[src/rtl/dcache_pkg.sv]
// ----------------------------------------------------------------------------
// dcache_pkg
// Shared widths, SRAM tag-word layout and miss-controller state encoding for
// the 2-way data cache miss controller (16 sets, 256-bit lines).
// ----------------------------------------------------------------------------
package dcache_pkg;

    localparam int ADDR_W     = 32;
    localparam int WORD_W     = 32;
    localparam int LINE_W     = 256;
    localparam int OFF_W      = 5;
    localparam int IDX_W      = 4;
    localparam int TAG_W      = ADDR_W - IDX_W - OFF_W;  // 23
    localparam int SRAM_TAG_W = TAG_W + 2;               // {valid, dirty, tag}
    localparam int WSEL_W     = 3;                       // word within a line
    localparam int LADDR_W    = ADDR_W - OFF_W;          // line address {tag, index}

    // Bit positions inside the SRAM tag word
    localparam int TAG_VALID_BIT = 24;
    localparam int TAG_DIRTY_BIT = 23;

    typedef enum logic [2:0] {
        ST_IDLE        = 3'd0,
        ST_MISS        = 3'd1,
        ST_WRITEBACK   = 3'd2,
        ST_REFILL      = 3'd3,
        ST_REFILL_DONE = 3'd4
    } state_e;

    // Assemble an SRAM tag word from its fields
    function automatic logic [SRAM_TAG_W-1:0] make_tag(
        input logic             valid,
        input logic             dirty,
        input logic [TAG_W-1:0] tag
    );
        return {valid, dirty, tag};
    endfunction

endpackage

[src/rtl/dcache_word_sel.sv]
// ----------------------------------------------------------------------------
// dcache_word_sel
// Combinational word access on a cache line: extracts one 32-bit word for
// loads and produces a copy of the line with that word replaced for stores.
//  line_i   : source line
//  word_i   : word index within the line
//  wdata_i  : replacement word
//  rdata_o  : selected word of line_i
//  merged_o : line_i with word word_i replaced by wdata_i
// ----------------------------------------------------------------------------
module dcache_word_sel
    import dcache_pkg::*;
(
    input  logic [LINE_W-1:0] line_i,
    input  logic [WSEL_W-1:0] word_i,
    input  logic [WORD_W-1:0] wdata_i,
    output logic [WORD_W-1:0] rdata_o,
    output logic [LINE_W-1:0] merged_o
);

    // Word extract and word merge at the selected word offset
    always_comb begin
        rdata_o  = line_i[int'(word_i) * WORD_W +: WORD_W];
        merged_o = line_i;
        merged_o[int'(word_i) * WORD_W +: WORD_W] = wdata_i;
    end

endmodule

[src/rtl/dcache_miss_ctrl.sv]
// ----------------------------------------------------------------------------
// dcache_miss_ctrl
// Initiator side of the 2-way dcache SRAM interface. Hits complete in the
// request cycle with no stall. A miss stalls the CPU, writes back a dirty
// LRU victim, refills the line from data memory and returns to IDLE where
// the still-held CPU request replays as a hit.
//  clk_i, rst_n_i             : clock, async active-low reset
//  cpu_*                      : MEM-stage request (addr, store data, read/write)
//                               and response (load data, stall)
//  sram_*_o                   : set index, tag word, line, enable, write
//  sram_*_i                   : hit flag and matching line/tag, or LRU victim
//  mem_*_o                    : line-wide memory request held until ack
//  mem_data_i, mem_ack_i      : refill data and one-cycle completion pulse
// ----------------------------------------------------------------------------
module dcache_miss_ctrl
    import dcache_pkg::*;
(
    input  logic                  clk_i,
    input  logic                  rst_n_i,
    input  logic [ADDR_W-1:0]     cpu_addr_i,
    input  logic [WORD_W-1:0]     cpu_data_i,
    input  logic                  cpu_MemRead_i,
    input  logic                  cpu_MemWrite_i,
    output logic [WORD_W-1:0]     cpu_data_o,
    output logic                  cpu_stall_o,
    output logic [IDX_W-1:0]      sram_addr_o,
    output logic [SRAM_TAG_W-1:0] sram_tag_o,
    output logic [LINE_W-1:0]     sram_data_o,
    output logic                  sram_enable_o,
    output logic                  sram_write_o,
    input  logic [SRAM_TAG_W-1:0] sram_tag_i,
    input  logic [LINE_W-1:0]     sram_data_i,
    input  logic                  sram_hit_i,
    output logic [ADDR_W-1:0]     mem_addr_o,
    output logic [LINE_W-1:0]     mem_data_o,
    output logic                  mem_enable_o,
    output logic                  mem_write_o,
    input  logic [LINE_W-1:0]     mem_data_i,
    input  logic                  mem_ack_i
);

    state_e             state_q, state_d;
    logic [LADDR_W-1:0] addr_q;          // latched {tag, index} of the missing access
    logic [TAG_W-1:0]   victim_tag_q;
    logic [LINE_W-1:0]  victim_line_q;
    logic               victim_dirty_q;  // victim both valid and dirty
    logic               latch_en_s;

    logic [TAG_W-1:0]   cpu_tag_s;
    logic [IDX_W-1:0]   cpu_idx_s;
    logic [TAG_W-1:0]   miss_tag_s;
    logic [IDX_W-1:0]   miss_idx_s;
    logic               req_s;
    logic               is_store_s;
    logic [LINE_W-1:0]  merged_line_s;

    // Byte-offset bits below word granularity carry no information here
    logic               unused_byte_off_s;
    assign unused_byte_off_s = ^cpu_addr_i[1:0];

    assign cpu_tag_s  = cpu_addr_i[ADDR_W-1 -: TAG_W];
    assign cpu_idx_s  = cpu_addr_i[OFF_W +: IDX_W];
    assign miss_tag_s = addr_q[LADDR_W-1 -: TAG_W];
    assign miss_idx_s = addr_q[IDX_W-1:0];
    assign req_s      = cpu_MemRead_i | cpu_MemWrite_i;
    // A store wins when both request lines are high
    assign is_store_s = cpu_MemWrite_i;

    dcache_word_sel u_word_sel (
        .line_i   (sram_data_i),
        .word_i   (cpu_addr_i[OFF_W-1:2]),
        .wdata_i  (cpu_data_i),
        .rdata_o  (cpu_data_o),
        .merged_o (merged_line_s)
    );

    // State register
    always_ff @(posedge clk_i or negedge rst_n_i) begin
        if (!rst_n_i) begin
            state_q <= ST_IDLE;
        end else begin
            state_q <= state_d;
        end
    end

    // Miss context captured in the cycle the miss is detected
    always_ff @(posedge clk_i or negedge rst_n_i) begin
        if (!rst_n_i) begin
            addr_q         <= {LADDR_W{1'b0}};
            victim_tag_q   <= {TAG_W{1'b0}};
            victim_line_q  <= {LINE_W{1'b0}};
            victim_dirty_q <= 1'b0;
        end else if (latch_en_s) begin
            addr_q         <= cpu_addr_i[ADDR_W-1:OFF_W];
            victim_tag_q   <= sram_tag_i[TAG_W-1:0];
            victim_line_q  <= sram_data_i;
            victim_dirty_q <= sram_tag_i[TAG_VALID_BIT] & sram_tag_i[TAG_DIRTY_BIT];
        end else begin
            addr_q         <= addr_q;
            victim_tag_q   <= victim_tag_q;
            victim_line_q  <= victim_line_q;
            victim_dirty_q <= victim_dirty_q;
        end
    end

    // Next-state and output decode
    always_comb begin
        state_d       = state_q;
        latch_en_s    = 1'b0;
        cpu_stall_o   = 1'b1;
        sram_addr_o   = miss_idx_s;
        sram_tag_o    = make_tag(1'b0, 1'b0, miss_tag_s);
        sram_data_o   = merged_line_s;
        sram_enable_o = 1'b0;
        sram_write_o  = 1'b0;
        mem_addr_o    = {miss_tag_s, miss_idx_s, {OFF_W{1'b0}}};
        mem_data_o    = victim_line_q;
        mem_enable_o  = 1'b0;
        mem_write_o   = 1'b0;

        case (state_q)
            ST_IDLE: begin
                sram_addr_o = cpu_idx_s;
                sram_tag_o  = make_tag(1'b0, 1'b0, cpu_tag_s);
                if (req_s) begin
                    sram_enable_o = 1'b1;
                    if (sram_hit_i) begin
                        cpu_stall_o = 1'b0;
                        if (is_store_s) begin
                            sram_write_o = 1'b1;
                            sram_tag_o   = make_tag(1'b1, 1'b1, cpu_tag_s);
                            sram_data_o  = merged_line_s;
                        end else begin
                            sram_write_o = 1'b0;
                        end
                    end else begin
                        cpu_stall_o = 1'b1;
                        latch_en_s  = 1'b1;
                        state_d     = ST_MISS;
                    end
                end else begin
                    cpu_stall_o = 1'b0;
                end
            end
            ST_MISS: begin
                if (victim_dirty_q) begin
                    state_d = ST_WRITEBACK;
                end else begin
                    state_d = ST_REFILL;
                end
            end
            ST_WRITEBACK: begin
                mem_enable_o = 1'b1;
                mem_write_o  = 1'b1;
                mem_addr_o   = {victim_tag_q, miss_idx_s, {OFF_W{1'b0}}};
                if (mem_ack_i) begin
                    state_d = ST_REFILL;
                end else begin
                    state_d = ST_WRITEBACK;
                end
            end
            ST_REFILL: begin
                mem_enable_o = 1'b1;
                mem_write_o  = 1'b0;
                if (mem_ack_i) begin
                    sram_enable_o = 1'b1;
                    sram_write_o  = 1'b1;
                    sram_tag_o    = make_tag(1'b1, 1'b0, miss_tag_s);
                    sram_data_o   = mem_data_i;
                    state_d       = ST_REFILL_DONE;
                end else begin
                    state_d = ST_REFILL;
                end
            end
            ST_REFILL_DONE: begin
                // Gives the SRAM a cycle to present the new line before replay
                state_d = ST_IDLE;
            end
            default: begin
                state_d = ST_IDLE;
            end
        endcase
    end

endmodule

[config.mk]
export PLATFORM = sky130hd
export DESIGN_NAME = dcache_miss_ctrl
export DESIGN_NICKNAME = d
export VERILOG_FILES = /design/src/rtl/dcache_pkg.sv /design/src/rtl/dcache_word_sel.sv /design/src/rtl/dcache_miss_ctrl.sv
export SDC_FILE = /design/constraint.sdc
export NUM_CORES = 1
export LEC_CHECK = 0
export CAP_MARGIN = 20
export CORE_AREA = 2 2 472 474
export DETAILED_ROUTE_END_ITERATION = 12
export DIE_AREA = 0 0 474 476
export DONT_BUFFER_PORTS = 1
export GPL_TIMING_DRIVEN = 0
export PLACE_DENSITY = 0.3
export SLEW_MARGIN = 20
export SYNTH_ARGS = -nofsm -noshare
export SYNTH_HDL_FRONTEND = slang
export SYNTH_SLANG_ARGS = --single-unit
[constraint.sdc]
create_clock -name clk_i -period 9.8 [get_ports clk_i]
set_clock_uncertainty 0.05 [all_clocks]
set_input_delay 0.98 -clock clk_i [delete_from_list [all_inputs] [get_ports clk_i]]
set_output_delay 0.98 -clock clk_i [all_outputs]
set_load 0.02 [all_outputs]
==> results of run 1 <==
final timing paths:
kind	depth (start not counted)	end	slack, ns	from
max	11	sram_data_o[146]	2.27	cpu_addr_i[2]
min	1	mem_data_o[94]	0.09	rst_n_i
max reg2reg	5	state_q[2]	6.18	state_q[2]
min reg2reg	1	victim_tag_q[12]	0.44	victim_tag_q[12]
max in group asynchronous	2	mem_data_o[5]	8.50	rst_n_i
min in group clk_i	1	state_q[1]	0.35	mem_ack_i
final cells by class:
cell class	count	area, um^2
Inverter	6	22.52
Timing Repair Buffer	51	748.2
Tap cell	2975	3722
Multi-Input combinational cell	1540	12140
Fill cell	25271	193600
Antenna cell	74	185.2
Clock buffer	60	1294
Clock inverter	25	294.0
Sequential cell	310	7757
Buffer	236	1281
metrics by stage:
step / worst slack [ns] / power [mW]
6_report: 2.271 / 9.120
5_1_grt: 2.066 / 9.528
4_1_cts: 2.124 / 9.324
3_5_place_dp: 2.132 / 7.383
3_3_place_gp: -0.3555 / 7.221
2_1_floorplan: 5.066 / 5.141
critical path, delay by kind of cell:
family          cells  cell delay, ns
fa+ha+maj           2            0.79
compound gates      2            1.11
buf+inv             6            3.41
simple gates        1            0.13
power by group:
group	switching, mW	internal, mW
logic	3.07	1.06
clock network	0.795	1.05
registers	1.23	1.93
state kept, by name, summed over array words and instances, names as in the netlist:
register,count
mem_data_o,256
addr_q,27
victim_tag_q,23
state_q,3
victim_dirty_q,1
layout by cell type (no fill, tap or decap), types with 9 or more instances in the layout:
master / n
buf_4: 23
diode_2: 74
a21oi_1: 44
clkbuf_2: 24
nand4_1: 31
clkbuf_16: 46
clkbuf_8: 9
clkbuf_1: 115
o311ai_0: 64
o21ai_1: 48
a21oi_2: 17
mux2_1: 240
mux2_2: 90
buf_6: 33
nand2_1: 373
o31ai_1: 31
o21ai_0: 98
nor2_1: 64
o211ai_1: 66
mux4_2: 64
and3b_1: 32
mux2i_1: 128
a41oi_1: 32
buf_2: 65
nor4b_1: 28
clkinv_2: 9
buf_8: 16
dfrtp_1: 310
a31oi_1: 30
o21ai_2: 16
buf_16: 11
layer usage:
metal  routed length [um]  part of all wire [%]  global-route usage [%]
met5                   90                 0.035                       0
met4                10120                   3.9                   8.116
met3                22480                   8.7                   7.368
met2               130100                    50                   39.30
met1                96340                    37                   24.13
cells by family (layout without fill, tap and decap cells):
family / count (synthesis) / count (layout)
fa+ha+maj: 3 / 3
buf+inv: 242 / 378
flops: 310 / 310
mux: 522 / 522
simple gates: 556 / 556
other cells: 1 / 79
compound gates: 454 / 454
==> qor.yml, run 1 <==
global_routing:
  grt_first_pass_wirelength_mm: 305.1
  grt_use_total_pct: 22.05
  grt_max_degree: 244
  grt_pass1_vias: 20488
  overflow: 0
  antenna_found_initial: 109
finish:
  nets: 2801
  stdcell_count: 5277
  fin_area_mm2: 0.02745
  area_growth_pct: 30.63
  post-route-util_pct: 12.42
  drive_gt1_share_pct: 20.29
placement:
  dpl.hpwl_mm: 223.2
  gp_congestion: 0.8541
  placed_area_mm2: 0.02548
  dp_cells: 5112
  port_buffers: 0
yosys:
  synth_compound_area_share_pct: 13.96
  yosysWarnings: 0
  synth-seq-cells: 310
  syn-instance-count: 2088
  synth.distinct_cells: 45
  synth_ff_type: "dfrtp_1"
  yosysSeqAreaShare_pct: 36.92
  synth_edf_count: 0
  yosysMostFrequentCell: "nand2_1"
  async_flop_share_pct: 100.0
  synth-adder-area-share_pct: 0.1787
  synth_top_area_share_pct: 36.92
  synth_largest_area_cell: "dfrtp_1"
  syn-mean-instance-area_um2: 10.06
  synth_area_mm2: 0.02101
  synth-xor-area-share_pct: 0
  synth_top_family_by_area: "multiplexers"
  yosys.area_share.simple_pct: 12.24
  synthMuxAreaShare_pct: 30.65
  ys_top_cells_by_area: "dfrtp_1 (37%), mux2_1 (13%), mux4_2 (6.9%)"
  ys_top_cells_by_count: "nand2_1 (373), dfrtp_1 (310), mux2_1 (240), o21ai_0 (162), clkbuf_1 (134)"
cts:
  clk_transition_reported_paths_ns: 0.07
  cts.sinks: 310
  cts-resized-gates: 0
  max-clock-path-buffers: 3
  htreeDepth: 2
  holdBufCountCts: 3
  clock_latency_ns: 0.68
  clockRootBuffer: "clkbuf_16"
  cts_tree: "yes"
  cts_made_buffers: 46
  postCtsSetupRepairBufs: 0
die:
  die_area_mm2: 0.2256
  row_count: 173
  die_y_um: 476
  core_area_mm2: 0.2210
  initial_utilization_pct: 9.507
  die_w_um: 474
  num_io_pins: 1217
detailed_routing:
  firstDrtPassIters: 5
  ant_nets: 0
  drtIter0Drc: 1686
  wl_mm: 259.1
  route.vias.total: 20784
  wl_per_cell_um: 49.11
  route.detailed.drc: 0
  via_per_inst: 3.939
setup_path:
  endpoint_kind: "output port"
  cp-start-kind: "primary input"
  slowest_delay_ns: 0.96
  cpMaxStageDelayCell: "a21oi_1"
  path_cells: "buf_2 -> buf_2 -> inv_1 -> clkbuf_1 -> ha_1 -> ha_1 -> nand2b_1 -> clkbuf_1 -> clkbuf_1 -> o31ai_1 -> a21oi_1"
  crit_top_cell: "clkbuf_1"
  cp_max_fo: 10
  worstSetupPathType: "primary input to output port"
  required_ns: 8.77
  cp.arrival_ns: 6.50
pwr:
  p_leak_nw: 9.574
  peakVddDrop_mv: 0.1590
  pwr_density_cell_mw_per_mm2: 332.3
timing:
  hold_slack_ns: 0.09417
  rsz0062_at_grt: "false"
  post-route-period-util_pct: 76.83
  finalSetupViolations: 0
  setup-tns-final_ns: 0
  slew-limit-headroom_pct: 14.95
  slew_viol_final: 0
  tightest_slew_ns: 1.267
  period_needed_ns: 7.529
  hold_viol: 0
  timing.fmax_mhz: 132.8
status:
  outcome: "completed"
job:
  cap_violations: 0
min_path:
  min_path_type: "primary input to async pin"
Power figures use the tool's default switching activity.
==> inputs of run 2 (changes only) <==
- clock period: 9.8 -> 7.28 ns (I/O delays scaled with it)
==> run 2 against run 1 <==
Effect of this change:
- global-route usage decreased by 0.13 points
- non-clock buffer count decreased by 5
- final cell count decreased by 0.13%
- cell area decreased by 0.52%
- power increased by 34%
- via count increased by 0.35%
- critical endpoint is now sram_data_o[22]
- the flow now finishes with violations (hold timing)
- clock power increased by 35%
- first-iteration DRC count increased by 6.5%
- sequential share of layout area increased by 0.15 points
- worst hold slack got worse by 0.39 ns
- largest power group unchanged
- register-to-register slack got worse by 2.4 ns
==> qor.yml, run 2 (synthesis results as in run 1) <==
status:
  outcome: "finished with violations"
  failed_checks: "hold timing"
setup_path:
  r2r_setup_slack_ns: 3.73
  reg2reg_to: "state_q[2]"
  required_ns: 6.50
  crit_start: "cpu_addr_i[2]"
  cp_max_fo: 10
  reg2reg_from: "state_q[2]"
  cp-start-kind: "primary input"
  worstSetupPathType: "primary input to output port"
  r2r.worst_path.cells: 5
  cp.arrival_ns: 6.26
  endpoint_kind: "output port"
finish:
  mostFrequentLayoutCell: "nand2_1"
  layout_common_cells: "nand2_1 (373), dfrtp_1 (310), mux2_1 (240), mux2i_1 (128), clkbuf_1 (115)"
  nets: 2796
  largest_reg_flops: 256
  drive_gt1_share_pct: 20.11
  area_growth_pct: 29.95
  nFillCells: 25293
cts:
  clk_transition_reported_paths_ns: 0.06
  max-clock-path-buffers: 3
  htreeDepth: 2
  cts-resized-gates: 0
  cts.sinks: 310
  postCtsSetupRepairBufs: 0
  cts_made_buffers: 46
  clock_latency_ns: 0.68
  cts_tree: "yes"
  clockRootBuffer: "clkbuf_16"
die:
  die_w_um: 474
  row_count: 173
  die_area_mm2: 0.2256
  num_io_pins: 1217
  core_area_mm2: 0.2210
  initial_utilization_pct: 9.507
  die_y_um: 476
timing:
  timing.fmax_mhz: 142.0
  slew-limit-headroom_pct: 14.85
  finalWorstSetupSlack_ns: 0.2401
  rsz0062_at_grt: "false"
  post-route-period-util_pct: 96.70
  finalSetupViolations: 0
  slew_viol_final: 0
  tightest_slew_ns: 1.269
  hold_viol: 310
  hold_slack_ns: -0.3005
  period_needed_ns: 7.040
job:
  cap_violations: 0
pwr:
  p_leak_nw: 9.511
  p_seq_share_pct: 34.7
  comb_power_share_pct: 45.0
  pwr_density_cell_mw_per_mm2: 447.8
  p_clk_share_pct: 20.3
  peakVddDrop_mv: 0.2158
  p_int_mw: 5.416
  power.total_mw: 12.23
  p_sw_share_pct: 55.70
  p_sw_mw: 6.811
detailed_routing:
  route.detailed.drc: 0
  ant_nets: 0
  firstDrtPassIters: 5
  wl_mm: 257.9
  route.vias.total: 20857
  drtIter0Drc: 1795
  wl_per_cell_um: 48.94
  via_per_inst: 3.958
placement:
  post-place-ws_ns: 0.1165
  gp_congestion: 0.8541
  port_buffers: 0
  dpl.hpwl_mm: 223.2
global_routing:
  grt_first_pass_wirelength_mm: 303.5
  grt_use_total_pct: 21.91
  overflow: 0
  grt_pass1_vias: 20437
  antenna_found_initial: 113
  grt_max_degree: 311
min_path:
  min_path_type: "primary input to async pin"
==> run 2: cell count changes in the layout (fill, tap and decap cells not counted) <==
cell / before / now
buf_16: 11 / 6
diode_2: 74 / 72
==> run 2: power groups by stage <==
stage | Sequential (mW) | Combinational (mW) | Clock, mW
final | 4.24 | 5.50 | 2.48
after global routing | 4.33 | 5.83 | 2.60
after CTS | 4.24 | 5.69 | 2.57
after detailed placement | 4.26 | 5.67 | 0
after global placement | 4.26 | 5.46 | 0
after floorplan | 3.91 | 3.01 | 0
==> run 2: how the worst max path moves through the flow <==
stage | endpoint | slack [ns]
after floorplan | sram_data_o[194] | 3.05
after global placement | sram_data_o[239] | -2.37
after detailed placement | sram_data_o[213] | 0.12
after CTS | sram_data_o[213] | 0.11
after global routing | sram_data_o[213] | 0.07
final | sram_data_o[22] | 0.24
==> run 2: layout make-up <==
class / instances / area [um^2] / area share [%]
multi-input combinational: 1540 / 12140 / 44.47
sequential: 310 / 7757 / 28.41
tap: 2975 / 3722 / 13.63
clock buffer: 60 / 1294 / 4.738
buffer: 236 / 1281 / 4.693
timing repair buffer: 46 / 610.6 / 2.236
clock inverter: 25 / 294.0 / 1.077
antenna: 72 / 180.2 / 0.6599
inverter: 6 / 22.52 / 0.08249
==> run 2: worst max-delay path: stages <==
cell and delay (ns):
buf_2 0.22, buf_2 0.72, inv_1 0.37, clkbuf_1 0.45
ha_1 0.39, ha_1 0.41, nor3_1 0.78, clkbuf_1 0.76
a41oi_1 0.49, a21oi_1 0.91
==> run 2: metal layers <==
layer  global-route usage [%]  vias up  share of wire, %
met2                    39.19     1483                50
met3                    7.322      312               8.7
met4                    7.830       10               3.9
met1                    23.97    10981                37
li1                         -     8071                 -
met5                        0        -             0.025
==> run 2: through the flow <==
stage / area (um^2) / instances / utilization [%] / hold WS (ns) / setup TNS [ns]
3_3_place_gp: 24750 / 5067 / 11.20 / 0.4024 / -148.57
6_report: 27300 / 5270 / 12.35 / -0.3005 / 0
2_1_floorplan: 21030 / 2092 / - / 0.3824 / 0
5_1_grt: 27190 / 5223 / 12.30 / -0.3482 / 0
3_5_place_dp: 25480 / 5112 / 11.53 / 0.3994 / 0
4_1_cts: 27070 / 5197 / 12.25 / -0.3721 / 0
